<file path="config.mk">
export PLATFORM = sky130hd
export DESIGN_NAME = mdu_seq_ctrl
export DESIGN_NICKNAME = d
export VERILOG_FILES = /design/src/rtl/mdu_seq_ctrl.sv
export SDC_FILE = /design/constraint.sdc
export NUM_CORES = 1
export LEC_CHECK = 0
export BUFFER_PORTS_ARGS = -buffer_cell sky130_fd_sc_hd__clkbuf_2
export CAP_MARGIN = 5
export CORE_MARGIN = 5
export CORE_UTILIZATION = 40
export DETAILED_ROUTE_END_ITERATION = 7
export PLACE_DENSITY_LB_ADDON = 0.25
export RECOVER_POWER = 50
export REMOVE_ABC_BUFFERS = 1
export SLEW_MARGIN = 10
export SYNTH_ARGS = -nofsm -noshare
export SYNTH_HDL_FRONTEND = slang
export SYNTH_SLANG_ARGS = --single-unit
</file>
<file path="constraint.sdc">
create_clock -name clk -period 5.4 [get_ports clk]
set_input_delay 0.27 -clock clk [delete_from_list [all_inputs] [get_ports clk]]
set_output_delay 0.27 -clock clk [all_outputs]
set_load 0.03 [all_outputs]
</file>
<file path="src/rtl/mdu_seq_ctrl.sv">
// EX-stage multiply/divide sequencer: captures operands, drives the divider
// handshake, stalls EX until the 64-bit {hi,lo} result is available.
module mdu_seq_ctrl #(
    parameter int MUL_LAT = 2,
    parameter int DIV_TMO = 40
) (
    input  logic        clk,
    input  logic        rst,
    input  logic        flush,
    input  logic        stall_other,
    input  logic        op_valid,
    input  logic        op_mul,
    input  logic        op_div,
    input  logic        op_signed,
    input  logic [31:0] opa,
    input  logic [31:0] opb,
    output logic        dp_start,
    output logic        dp_annul,
    output logic        dp_signed,
    output logic [31:0] dp_opa,
    output logic [31:0] dp_opb,
    input  logic        div_ready,
    input  logic [63:0] div_result,
    input  logic [63:0] mul_result,
    output logic        stallreq,
    output logic        res_valid,
    output logic [31:0] hi_o,
    output logic [31:0] lo_o,
    output logic        div_tmo
);

    localparam int CW = $clog2(DIV_TMO + MUL_LAT + 1);
    localparam logic [CW-1:0] MUL_CNT0 = CW'(MUL_LAT - 1);
    localparam logic [CW-1:0] TMO_CNT  = CW'(DIV_TMO - 1);

    typedef enum logic [2:0] {
        S_IDLE = 3'd0,
        S_MUL  = 3'd1,
        S_DIV  = 3'd2,
        S_DIVZ = 3'd3,
        S_DONE = 3'd4
    } state_t;

    state_t        state_q;
    logic [CW-1:0] cnt_q;
    logic          start_q;
    logic          annul_q;
    logic          signed_q;
    logic [31:0]   opa_q;
    logic [31:0]   opb_q;
    logic          res_valid_q;
    logic [31:0]   hi_q;
    logic [31:0]   lo_q;
    logic          tmo_q;
    logic          req_s;

    assign req_s = op_valid & (op_mul | op_div) & ~flush;

    // A flush must never let a HI/LO write through, so the write enable is gated directly.
    assign stallreq  = ~flush & (((state_q == S_IDLE) & req_s) | (state_q == S_MUL) |
                                 (state_q == S_DIV) | (state_q == S_DIVZ));
    assign res_valid = res_valid_q & ~flush;

    assign dp_start  = start_q;
    assign dp_annul  = annul_q;
    assign dp_signed = signed_q;
    assign dp_opa    = opa_q;
    assign dp_opb    = opb_q;
    assign hi_o      = hi_q;
    assign lo_o      = lo_q;
    assign div_tmo   = tmo_q;

    // Sequencer state, counter, latched operands and registered outputs.
    always_ff @(posedge clk) begin
        if (rst) begin
            state_q     <= S_IDLE;
            cnt_q       <= '0;
            start_q     <= 1'b0;
            annul_q     <= 1'b0;
            signed_q    <= 1'b0;
            opa_q       <= 32'h0;
            opb_q       <= 32'h0;
            res_valid_q <= 1'b0;
            hi_q        <= 32'h0;
            lo_q        <= 32'h0;
            tmo_q       <= 1'b0;
        end else begin
            annul_q <= 1'b0;
            tmo_q   <= 1'b0;
            if (flush) begin
                state_q     <= S_IDLE;
                cnt_q       <= '0;
                start_q     <= 1'b0;
                annul_q     <= (state_q == S_DIV);
                res_valid_q <= 1'b0;
            end else begin
                case (state_q)
                    S_IDLE: begin
                        if (req_s) begin
                            opa_q    <= opa;
                            opb_q    <= opb;
                            signed_q <= op_signed;
                            if (op_div) begin
                                if (opb == 32'h0) begin
                                    state_q <= S_DIVZ;
                                end else begin
                                    state_q <= S_DIV;
                                    cnt_q   <= '0;
                                    start_q <= 1'b1;
                                end
                            end else begin
                                state_q <= S_MUL;
                                cnt_q   <= MUL_CNT0;
                            end
                        end
                    end
                    S_MUL: begin
                        if (cnt_q == '0) begin
                            hi_q        <= mul_result[63:32];
                            lo_q        <= mul_result[31:0];
                            res_valid_q <= 1'b1;
                            state_q     <= S_DONE;
                        end else begin
                            cnt_q <= cnt_q - 1'b1;
                        end
                    end
                    S_DIV: begin
                        if (div_ready) begin
                            hi_q        <= div_result[63:32];
                            lo_q        <= div_result[31:0];
                            res_valid_q <= 1'b1;
                            start_q     <= 1'b0;
                            state_q     <= S_DONE;
                        end else if (cnt_q == TMO_CNT) begin
                            // Watchdog: abort the divider and retire a zero result.
                            hi_q        <= 32'h0;
                            lo_q        <= 32'h0;
                            res_valid_q <= 1'b1;
                            start_q     <= 1'b0;
                            annul_q     <= 1'b1;
                            tmo_q       <= 1'b1;
                            state_q     <= S_DONE;
                        end else begin
                            cnt_q <= cnt_q + 1'b1;
                        end
                    end
                    S_DIVZ: begin
                        hi_q        <= opa_q;
                        lo_q        <= 32'h0;
                        res_valid_q <= 1'b1;
                        state_q     <= S_DONE;
                    end
                    S_DONE: begin
                        if (!stall_other) begin
                            res_valid_q <= 1'b0;
                            state_q     <= S_IDLE;
                        end
                    end
                    default: begin
                        state_q     <= S_IDLE;
                        start_q     <= 1'b0;
                        res_valid_q <= 1'b0;
                    end
                endcase
            end
        end
    end

endmodule

</file>
After elaboration in Yosys (flattened, before gate mapping)
Cells that the tools add are included.

Register bits: 142. Input bits: 201. Output and inout port bits: 134. Word-level logic and storage cells: 90.

Add/subtract/negate cells: 2. Eq/ne operators: 15. Multiplexer cells: 37. Bitwise gates (word level): 12. Reductions and logical operators: 13.

Operators with widths (count): one-hot mux 32 bit (3 select lines) (2); two-way mux 32 bit (5); two-way mux 6 bit (6); zero test 32 bit (1); two-way mux 3 bit (6); one-hot mux 6 bit (3 select lines) (1); one-hot mux 3 bit (5 select lines) (1); two-way mux 1 bit (14); != test 2 bit, second input constant (7); AND reduction 4 bit (3); adder 6 x 1 -> 6 bit, second input constant (1); == test 3 x 2 -> 1 bit, second input constant (2); == test 6 bit, second input constant (1); zero test 6 bit (1); AND reduction 6 bit (1); nonzero test 3 bit (2); subtractor 6 x 1 -> 6 bit, second input constant (1); AND 1 bit (5); one-hot mux 1 bit (5 select lines) (1); AND reduction 5 bit (1); bitwise OR 1 bit (4); == test 3 x 1 -> 1 bit, second input constant (1); == test 3 bit, second input constant (1); zero test 3 bit (1); other kinds (8) (10).

Longest topological paths before layout
Gate-level depths: netlist of run 1.

Depth after elaboration: 8. Mapped depth: 12. Mapped depth without buffers: 11.

Worst setup path before layout of run 1
OpenSTA, ideal clock, no wires.

Path kind: reg-to-reg. From: register state_q[2]. To: register cnt_q[5]. Library setup time: 79 ps. Arrival: 2369 ps. Data required time: 5321 ps. Slack: 2952 ps. Cell stages (with the launch flop): 13. Buffers on the path: 1. Clock period less this slack: 2448 ps. Cell sequence: dfxtp_1 buf_2 inv_1 nand2_1 nor2_1 inv_1 ha_1 or2_2 a21oi_1 a21oi_1 xnor2_1 or3_1 o211ai_1.

Word-level cells in the longest chain between the ends: 3. Elaborated cells between the ends (all ways): 11. Classes of those cells: 7 x eq/ne; 1 x mux; 3 x reduce/logical.

Ends and longest elaborated chain: from (decl) (line 44) `state_t state_q;`; from (signal assigned) (line 76) `state_q <= S_IDLE;`; from (signal assigned) (line 91) `state_q <= S_IDLE;`; from (signal assigned) (line 105) `state_q <= S_DIVZ;`; == test 3 x 2 -> 1 bit, or another cell as far along (line 97) `case (state_q)`; != test 2 bit (no source line), or another cell as far along; AND reduction 6 bit (no source line); to (signal assigned) (line 124) `cnt_q <= cnt_q - 1'b1;`; to (signal assigned) (line 144) `cnt_q <= cnt_q + 1'b1;`; to (decl) (line 45) `logic [CW-1:0] cnt_q;`.

Several ways; a longest one is shown, not always the timed one. A chain may end at the register's enable or synchronous reset.

Worst setup path in the final report of run 1
From: register state_q[0]. To: register cnt_q[5].

Same word-level chain as after synthesis.

==> impl_metrics.toml, run 1 <==
[power]
finalPower_w = 0.00249
cellLeakagePower_nw = 3.18
cellPowerDensity_nw_per_um2 = 298
vdd_drop_max_uv = 291

[die]
floorplan.die.height_microns = 135
die_area_sq_um = 18300
rows = 45
die_w_microns = 135
start_util = 0.410
floorplan.core_area_sq_um = 15300
floorplan.io_pins = 335

[timing]
clock_skew_ns = 0.0100
final.min_clock_period_ns = 3.70
fmax_ghz = 0.271
hold_viol_final = 0
slew_headroom = -0.256
setup_viol = 0
rsz0062_at_grt = "no"
timing_worst_slew_pin_value_ns = 1.88
timing_max_transition_violations_final = 45
setup-tns-final_ns = 0
period_share = 0.684

[finish]
fill_cells = 1597
drive_above_1_share = 0.269
final_cell_count_no_fill = 1261
finalInstanceArea_sq_um = 8360
final_net_count = 1243
antenna-diode-count = 0
area.growth.synth_to_final_pct = 33.1

[global_routing]
grt_start_max_net_pins = 82
groute.usage.overall = 0.237
grt_antenna_before_repair = 0
first_global_vias = 6334
grt_pass1_wl_mm = 34.0
grt_remaining_overflow = 0

[route]
post_drt_via_cell_ratio = 5.25
drt_pre_antenna_iters = 5
routed_wirelength_mm = 22.6
routed-via-count = 6620
detail_routed_net_length_per_standard_cell_microns = 17.9
remaining_drc_errors = 0
antenna_violating_nets_post_route = 0
detail_route.iter0.violations = 418

[clock_tree]
clock_tree.root_cell = "clkbuf_16"
worst_skew_pair.late_latency_ns = 0.41
clock_sink_count = 142
cts_tree = "built"
cts_resized = 0
cts_setup_buffers = 0
ctsHoldBuffers = 0
cts_buffers = 17
htreeDepth = 4
clk_pin_slew_ns = 0.06
cts_buffer_depth = 2

[logic_synthesis]
synth.most_common_cell = "nand2_1"
synth.top_cells.by_area = "dfxtp_1, nand2_1, a21oi_1"
netlist_instances = 749
synthDominantCellAreaShare = 0.452
post_synth_most_frequent_cells = "nand2_1, dfxtp_1, a21oi_1, nor2_1, clkbuf_1"
synth_enable_flop_cells = 0
seq_area_frac_synth = 0.452
synth_async_sr_flop_share = 0
number_of_synthesized_register_bits = 142
synth.lib_cells_used.distinct = 43
synth.avg_cell_area_sq_um = 8.39
ys_dominant_reg_cell = "dfxtp_1"
post_synth_instance_area_sq_um = 6280
yosys_warnings = 0
netlist.top_cell.by_area = "dfxtp_1"

[critical_path]
cp_max_fo = 44
cp-end-kind = "flip-flop"
start_kind = "flip-flop"
critPathArrivalTime_ns = 4.02
crit_type = "reg2reg"
critPathRequiredTime_ns = 5.72

[placed_design]
cell_count_after_placement = 1230
area_after_detailed_placement_sq_um = 7980
gp_congestion = 0.850
detailed_place_hpwl_mm = 16.3
port_buffers = 334

[flow_run]
max_cap_violations = 1

[status]
violations = "max-capacitance violations, max-slew violations"
run_status = "complete, but fails checks"

[hold_path]
type_of_the_most_critical_hold_path = "in2reg"
-- placed cells by master (no fill, tap or decap), drive strengths merged, types with 2 or more instances in the layout --
master    Yosys  final
ha            4      4
a31oi         3      3
nor4         10     10
o211ai       34     34
clkbuf       45    354
nand3         6      6
mux2i         3      3
xnor2         2      2
a221o        31     31
xor2          4      4
nor2         56     56
clkinvlp      0      3
a221oi       34     34
a21oi       107    107
inv           4      5
nor2b         2      2
clkinv        0      5
or3           3      3
buf          25      7
or4b          2      2
o21ai         3      3
nor3         37     37
or2           3      3
and3          2      2
nand4         2      2
nand2       175    175
dfxtp       142    142
-- worst max-delay path, cell delays in order (launching register included) --
cell and delay (ns):
dfxtp_1 1.59, nor2_1 0.29, inv_1 0.33, ha_1 0.32, or2_2 0.28, a21oi_1 0.14, a21oi_1 0.06, xnor2_1 0.14
or3_1 0.36, o211ai_1 0.09
-- per-stage QoR --
| stage | util | setup WS [ns] | hold slack, ns |
|---|---|---|---|
| floorplan | - | 1.38 | 0.339 |
| global placement | 0.521 | 2.50 | 0.441 |
| detailed placement | 0.521 | 2.45 | 0.445 |
| CTS | 0.557 | 2.43 | 0.0559 |
| global route | 0.546 | 1.46 | 0.0590 |
| finish | 0.546 | 1.70 | 0.0718 |
-- path summary, 6_finish.rpt --
| path | from | endpoint | slack [ns] | cells after the start |
|---|---|---|---|---|
| setup / recovery | state_q[0] | cnt_q[5] | 1.70 | 9 |
| hold / removal | opa[20] | dp_opa[20] | 0.07 | 3 |
| setup reg to reg | state_q[0] | cnt_q[5] | 1.70 | 9 |
| hold reg to reg | hi_o[30] | hi_o[30] | 0.45 | 2 |
-- cell families after synthesis --
logic type,share of synthesized area
adder cells (fa/ha/maj),0.00797
XOR/XNOR,0.00836
multiplexers,0.00478
buffers and inverters,0.0532
flip-flops,0.453
AND/OR/NAND/NOR,0.205
AO/OA/AOI/OAI,0.268
-- sequential cells by signal, indices dropped and copies added, names as in the netlist --
register	flops
dp_annul	1
hi_o	32
dp_start	1
lo_o	32
dp_opb	32
dp_signed	1
cnt_q	6
div_tmo	1
dp_opa	32
state_q	3
res_valid_q	1
-- final cells by class --
| type | instances | area (sq um) | share of cell area |
|---|---|---|---|
| multi-input combinational | 533 | 3130 | 0.375 |
| clock inverter | 10 | 90.1 | 0.0108 |
| tap | 211 | 264 | 0.0316 |
| timing repair buffer | 340 | 1550 | 0.186 |
| sequential | 142 | 2840 | 0.340 |
| inverter | 4 | 15.0 | 0.00180 |
| clock buffer | 21 | 460 | 0.0551 |
-- routing by layer --
metal / part of all wire / global-route usage
met5: 0 / 0
met4: 0.017 / 0.0683
met3: 0.099 / 0.0992
met2: 0.49 / 0.401
met1: 0.40 / 0.273
-- power by group --
| part | total (W) | switching, W | internal, W |
|---|---|---|---|
| clock | 0.00110 | 0.000444 | 0.000654 |
| sequential | 0.00110 | 0.0000217 | 0.00108 |
| combinational | 0.000296 | 0.000194 | 0.000102 |
| total | 0.00249 | 0.000660 | 0.00183 |
(Power assumes the default switching activity.)
==> inputs of run 2 (changes only) <==
==> constraint.sdc (replaced) <==
create_clock -name clk -period 3.5 [get_ports clk]
set_input_delay 0.175 -clock clk [delete_from_list [all_inputs] [get_ports clk]]
set_output_delay 0.175 -clock clk [all_outputs]
set_load 0.03 [all_outputs]
==> run 2 against run 1 <==
Net effect: the flow now finishes without violations; non-clock buffer count up 64; count of clock-buffer cells in the layout is 5 higher; via count up 6.2%; critical endpoint is now lo_o[7]; core utilization grew 4.2 points; combinational power grew 77%; highest routed layer unchanged; largest cell class unchanged.
==> impl_metrics.toml, run 2 (same netlist as run 1, synthesis figures left out) <==
[finish]
fill_cells = 1504
drive_above_1_share = 0.255
most_frequent_cells_in_the_layout = "clkbuf_2, nand2_1, dfxtp_1"
final_net_count = 1307
layout_commonest_cell = "clkbuf_2"
area.growth.synth_to_final_pct = 43.2
finish.utilization = 0.588

[route]
antenna_violating_nets_post_route = 0
post_drt_via_cell_ratio = 5.30
m1WireLength_mm = 9.31
routed-via-count = 7028
dr.max_layer_used = "met4"
drt_pre_antenna_iters = 5
detailed_routed_wire_length_on_met3_mm = 2.29
detail_routed_net_length_per_standard_cell_microns = 18.1
remaining_drc_errors = 0
detail_route.iter0.violations = 532
routed_wirelength_mm = 24.0
met2WireLength_mm = 11.6

[power]
clock_power_share = 0.425
vdd_drop_max_uv = 401
cellPowerDensity_nw_per_um2 = 429
cellLeakagePower_nw = 3.45
sw_frac_of_total = 0.264
share_seq_of_total_power = 0.439
power.combinational.fraction = 0.136
cell_internal_pwr_w = 0.00284
p_sw_w = 0.00102

[timing]
timing_max_transition_violations_final = 0
period_share = 0.800
hold_slack_ns = 0.0194
hold_viol_final = 0
timing_worst_slew_pin_value_ns = 0.970
slew_headroom = 0.354
fmax_ghz = 0.357
setup_viol = 0
final.min_clock_period_ns = 2.80
rsz0062_at_grt = "no"
clock_skew_ns = 0.0106

[clock_tree]
ctsHoldBuffers = 58
cts_tree = "built"
cts_resized = 0
worst_skew_pair.late_latency_ns = 0.42
clock_sink_count = 142
cts_setup_buffers = 0
htreeDepth = 4
cts_buffer_depth = 2
clk_pin_slew_ns = 0.06
cts_buffers = 17
clock_tree.root_cell = "clkbuf_16"

[placed_design]
port_buffers = 334
detailed_place_hpwl_mm = 16.5
gp_congestion = 0.823

[global_routing]
groute.usage.overall = 0.250
grt_remaining_overflow = 0
grt_antenna_before_repair = 1
grt_start_max_net_pins = 78
first_global_vias = 6868
grt_pass1_wl_mm = 36.1

[critical_path]
path_depth = 7
critical_path.endpoint = "lo_o[7]"
critPathArrivalTime_ns = 3.14
crit_type = "reg2reg"
cp-end-kind = "flip-flop"
reg2reg_slack_ns = 0.70
critPathLaunch = "cnt_q[1]"
worstReg2RegStart = "cnt_q[1]"
worst_path_max_delay_cell = "or3_2"
cp_max_fo = 39
start_kind = "flip-flop"
critical_path.max_stage_delay_ns = 0.81
reg2regPathDepth = 7
worstReg2RegEnd = "lo_o[7]"
crit_path_cell_trace = "and4_1, a21oi_1, a2bb2oi_1, or3_2, buf_4, a221oi_2, nor3_1"
critPathRequiredTime_ns = 3.83
cp.buffers_inverters = 1
worst_path_top_cell_family_by_delay = "simple AND/OR/NAND/NOR gates"

[flow_run]
max_cap_violations = 0

[hold_path]
type_of_the_most_critical_hold_path = "in2reg"

[die]
floorplan.die.height_microns = 135
floorplan.io_pins = 335
die_area_sq_um = 18300
rows = 45
die_w_microns = 135
floorplan.core_area_sq_um = 15300
start_util = 0.410

[status]
run_status = "finished, final reports clean"
==> run 2: worst min path at each step <==
stage | from | end | slack, ns | cells after the start
3_3_place_gp | opa[4] | dp_opa[4] | 0.40 | 3
2_1_floorplan | rst | dp_opa[0] | 0.24 | 1
4_1_cts | opb[1] | dp_opb[1] | 0.007 | 3
3_5_place_dp | opa[23] | dp_opa[23] | 0.40 | 3
6_report | opb[15] | dp_opb[15] | 0.02 | 3
5_1_grt | opb[1] | dp_opb[1] | 0.005 | 3
==> run 2: tightest hold or removal path, stage by stage <==
cell and delay [ns]:
clkbuf_2 0.10, nand2_1 0.06, a21oi_1 0.06
==> run 2: power by group through the flow <==
stage / Sequential [W] / Clock, W / Combinational [W]
3_3_place_gp: 0.00173 / 0 / 0.000482
6_report: 0.00170 / 0.00164 / 0.000525
2_1_floorplan: 0.00182 / 0 / 0.000131
4_1_cts: 0.00170 / 0.00167 / 0.000534
5_1_grt: 0.00170 / 0.00175 / 0.000565
3_5_place_dp: 0.00173 / 0 / 0.000482
==> run 2: layer usage <==
layer / vias up / track usage
li1: 3386 / -
met1: 3271 / 0.289
met3: 43 / 0.0862
met5: - / 0
met4: 0 / 0.110
met2: 328 / 0.421
==> run 2: area by class of cell <==
cell class,instances,area [sq um],share of cell area
tap,211,264,0.0293
antenna,1,2.50,0.000278
sequential,142,2840,0.316
timing repair buffer,404,2210,0.246
inverter,4,15.0,0.00167
clock inverter,5,32.5,0.00362
multi-input combinational,533,3130,0.347
clock buffer,26,499,0.0555
==> run 2: metrics by stage <==
stage	power [W]	setup WS, ns	cell area [sq um]	setup TNS [ns]	instances
5_1_grt	0.00402	0.491	9000	0	1326
6_report	0.00386	0.699	9000	0	1326
2_1_floorplan	0.00195	-0.520	5960	-0.887	679
4_1_cts	0.00390	0.876	9170	0	1325
3_3_place_gp	0.00221	0.927	8060	0	1236
3_5_place_dp	0.00221	0.891	8060	0	1236
==> inputs of run 3 (changes only) <==
==> constraint.sdc (replaced) <==
create_clock -name clk -period 2.6 [get_ports clk]
set_input_delay 0.13 -clock clk [delete_from_list [all_inputs] [get_ports clk]]
set_output_delay 0.13 -clock clk [all_outputs]
set_load 0.03 [all_outputs]
==> run 3 against run 2 <==
Net effect: flip-flop and latch count unchanged; non-clock buffer count up 38; first-iteration DRC count down 37%; total power up 41%; clock skew down 0.0010 ns; sequential power up 34%; via count up 2.2%; routed wire length up 1.5%; design area up 4.9%; count of clock-buffer cells in the layout down 7.
==> impl_metrics.toml, run 3 (same netlist as run 1, synthesis figures left out) <==
[status]
run_status = "finished, final reports clean"

[placed_design]
pre_cts_slack_ns = 0.237
gp_congestion = 0.892
cell_count_after_placement = 1241
port_buffers = 334
detailed_place_hpwl_mm = 16.8

[finish]
fill_cells = 1427
most_frequent_cells_in_the_layout = "clkbuf_2, nand2_1, dfxtp_1"
drive_above_1_share = 0.256
final_cell_count_no_fill = 1365
layout_commonest_cell = "clkbuf_2"
area.growth.synth_to_final_pct = 50.3
final_net_count = 1345

[route]
antenna_violating_nets_post_route = 0
detail_routed_net_length_per_standard_cell_microns = 17.8
routed_wirelength_mm = 24.3
drt_pre_antenna_iters = 5
post_drt_via_cell_ratio = 5.26
routed-via-count = 7183
remaining_drc_errors = 0
detail_route.iter0.violations = 334

[critical_path]
start_kind = "flip-flop"
cp-end-kind = "flip-flop"
crit_type = "reg2reg"
critPathArrivalTime_ns = 2.64
cp_max_fo = 41
critPathRequiredTime_ns = 2.86

[clock_tree]
cts_buffer_depth = 2
cts_tree = "built"
clock_sink_count = 142
cts_resized = 0
cts_setup_buffers = 0
clk_pin_slew_ns = 0.06
worst_skew_pair.late_latency_ns = 0.41
htreeDepth = 4
cts_buffers = 17
clock_tree.root_cell = "clkbuf_16"

[timing]
fmax_ghz = 0.420
timing_worst_slew_pin_value_ns = 0.993
rsz0062_at_grt = "no"
clock_skew_ns = 0.00962
final.min_clock_period_ns = 2.38
period_share = 0.915
slew_headroom = 0.338
setup-tns-final_ns = 0
timing_max_transition_violations_final = 0
hold_viol_final = 0
fin_ws_ns = 0.220
setup_viol = 0

[die]
floorplan.io_pins = 335
floorplan.die.height_microns = 135
die_area_sq_um = 18300
floorplan.core_area_sq_um = 15300
rows = 45
start_util = 0.410
die_w_microns = 135

[power]
finalPower_w = 0.00545
vdd_drop_max_uv = 395
cellLeakagePower_nw = 3.65
cellPowerDensity_nw_per_um2 = 578

[global_routing]
first_global_vias = 7029
grt_start_max_net_pins = 81
grt_remaining_overflow = 0
grt_antenna_before_repair = 1
grt_pass1_wl_mm = 36.7
groute.usage.overall = 0.252

[flow_run]
max_cap_violations = 0

[hold_path]
type_of_the_most_critical_hold_path = "in2reg"
## run 3: changes by cell type in the layout (fill, tap and decap cells not counted), sizes merged
cell         change
dlygate4sd3     +33
clkbuf           -7
buf              +5
clkinv           +4
bufinv           +2
clkinvlp         +1
inv              +1
## run 3: final timing paths
| path | startpoint | to | slack, ns | cells after the start |
|---|---|---|---|---|
| worst max register to register | cnt_q[1] | lo_o[31] | 0.22 | 7 |
| worst min register to register | hi_o[2] | hi_o[2] | 0.45 | 2 |
| worst min-delay path | div_result[16] | lo_o[16] | 0.02 | 3 |
| worst max-delay path | cnt_q[1] | lo_o[31] | 0.22 | 7 |
## run 3: layout make-up
| cell class | count | area, sq um | area share |
|---|---|---|---|
| clock inverters | 13 | 140 | 0.0148 |
| clock buffers | 19 | 453 | 0.0480 |
| well taps | 211 | 264 | 0.0280 |
| inverters | 4 | 15.0 | 0.00159 |
| diodes | 1 | 2.50 | 0.000265 |
| repair buffers | 442 | 2600 | 0.275 |
| flip-flops and latches | 142 | 2840 | 0.301 |
| multi-input cells | 533 | 3130 | 0.331 |
## run 3: timing repair
item,in CTS,in global routing
setup endpoints to repair,0,0
hold endpoints to repair,82,0
hold buffers,91,0
## run 3: layer usage
| metal | vias up | part of all wire | global-route usage |
|---|---|---|---|
| met3 | 56 | 0.090 | 0.0802 |
| met2 | 338 | 0.49 | 0.436 |
| met5 | - | 0 | 0 |
| met1 | 3310 | 0.39 | 0.287 |
| li1 | 3479 | - | - |
| met4 | 0 | 0.033 | 0.105 |
## run 3: worst max-delay path: stages, from the launching register on
cell and delay (ns):
dfxtp_1 0.46, and4_1 0.27, a21oi_2 0.10, a2bb2oi_1 0.20, or3_2 0.58, buf_12 0.25
a221oi_1 0.27, nor3_1 0.09
## run 3: where the power goes
part	internal (W)	switching, W	leakage (nW)	total, W
clock network	0.00146	0.000956	0.281	0.00242
registers	0.00224	0.0000429	1.15	0.00228
logic	0.000310	0.000439	2.22	0.000749
## run 3: stage by stage
stage	instance area [sq um]	hold slack, ns	util
after floorplan	5960	0.199	-
after global placement	8110	0.353	0.530
after detailed placement	8110	0.358	0.530
after CTS	9620	0.00187	0.628
after global routing	9440	0.00466	0.617
final	9440	0.0192	0.617
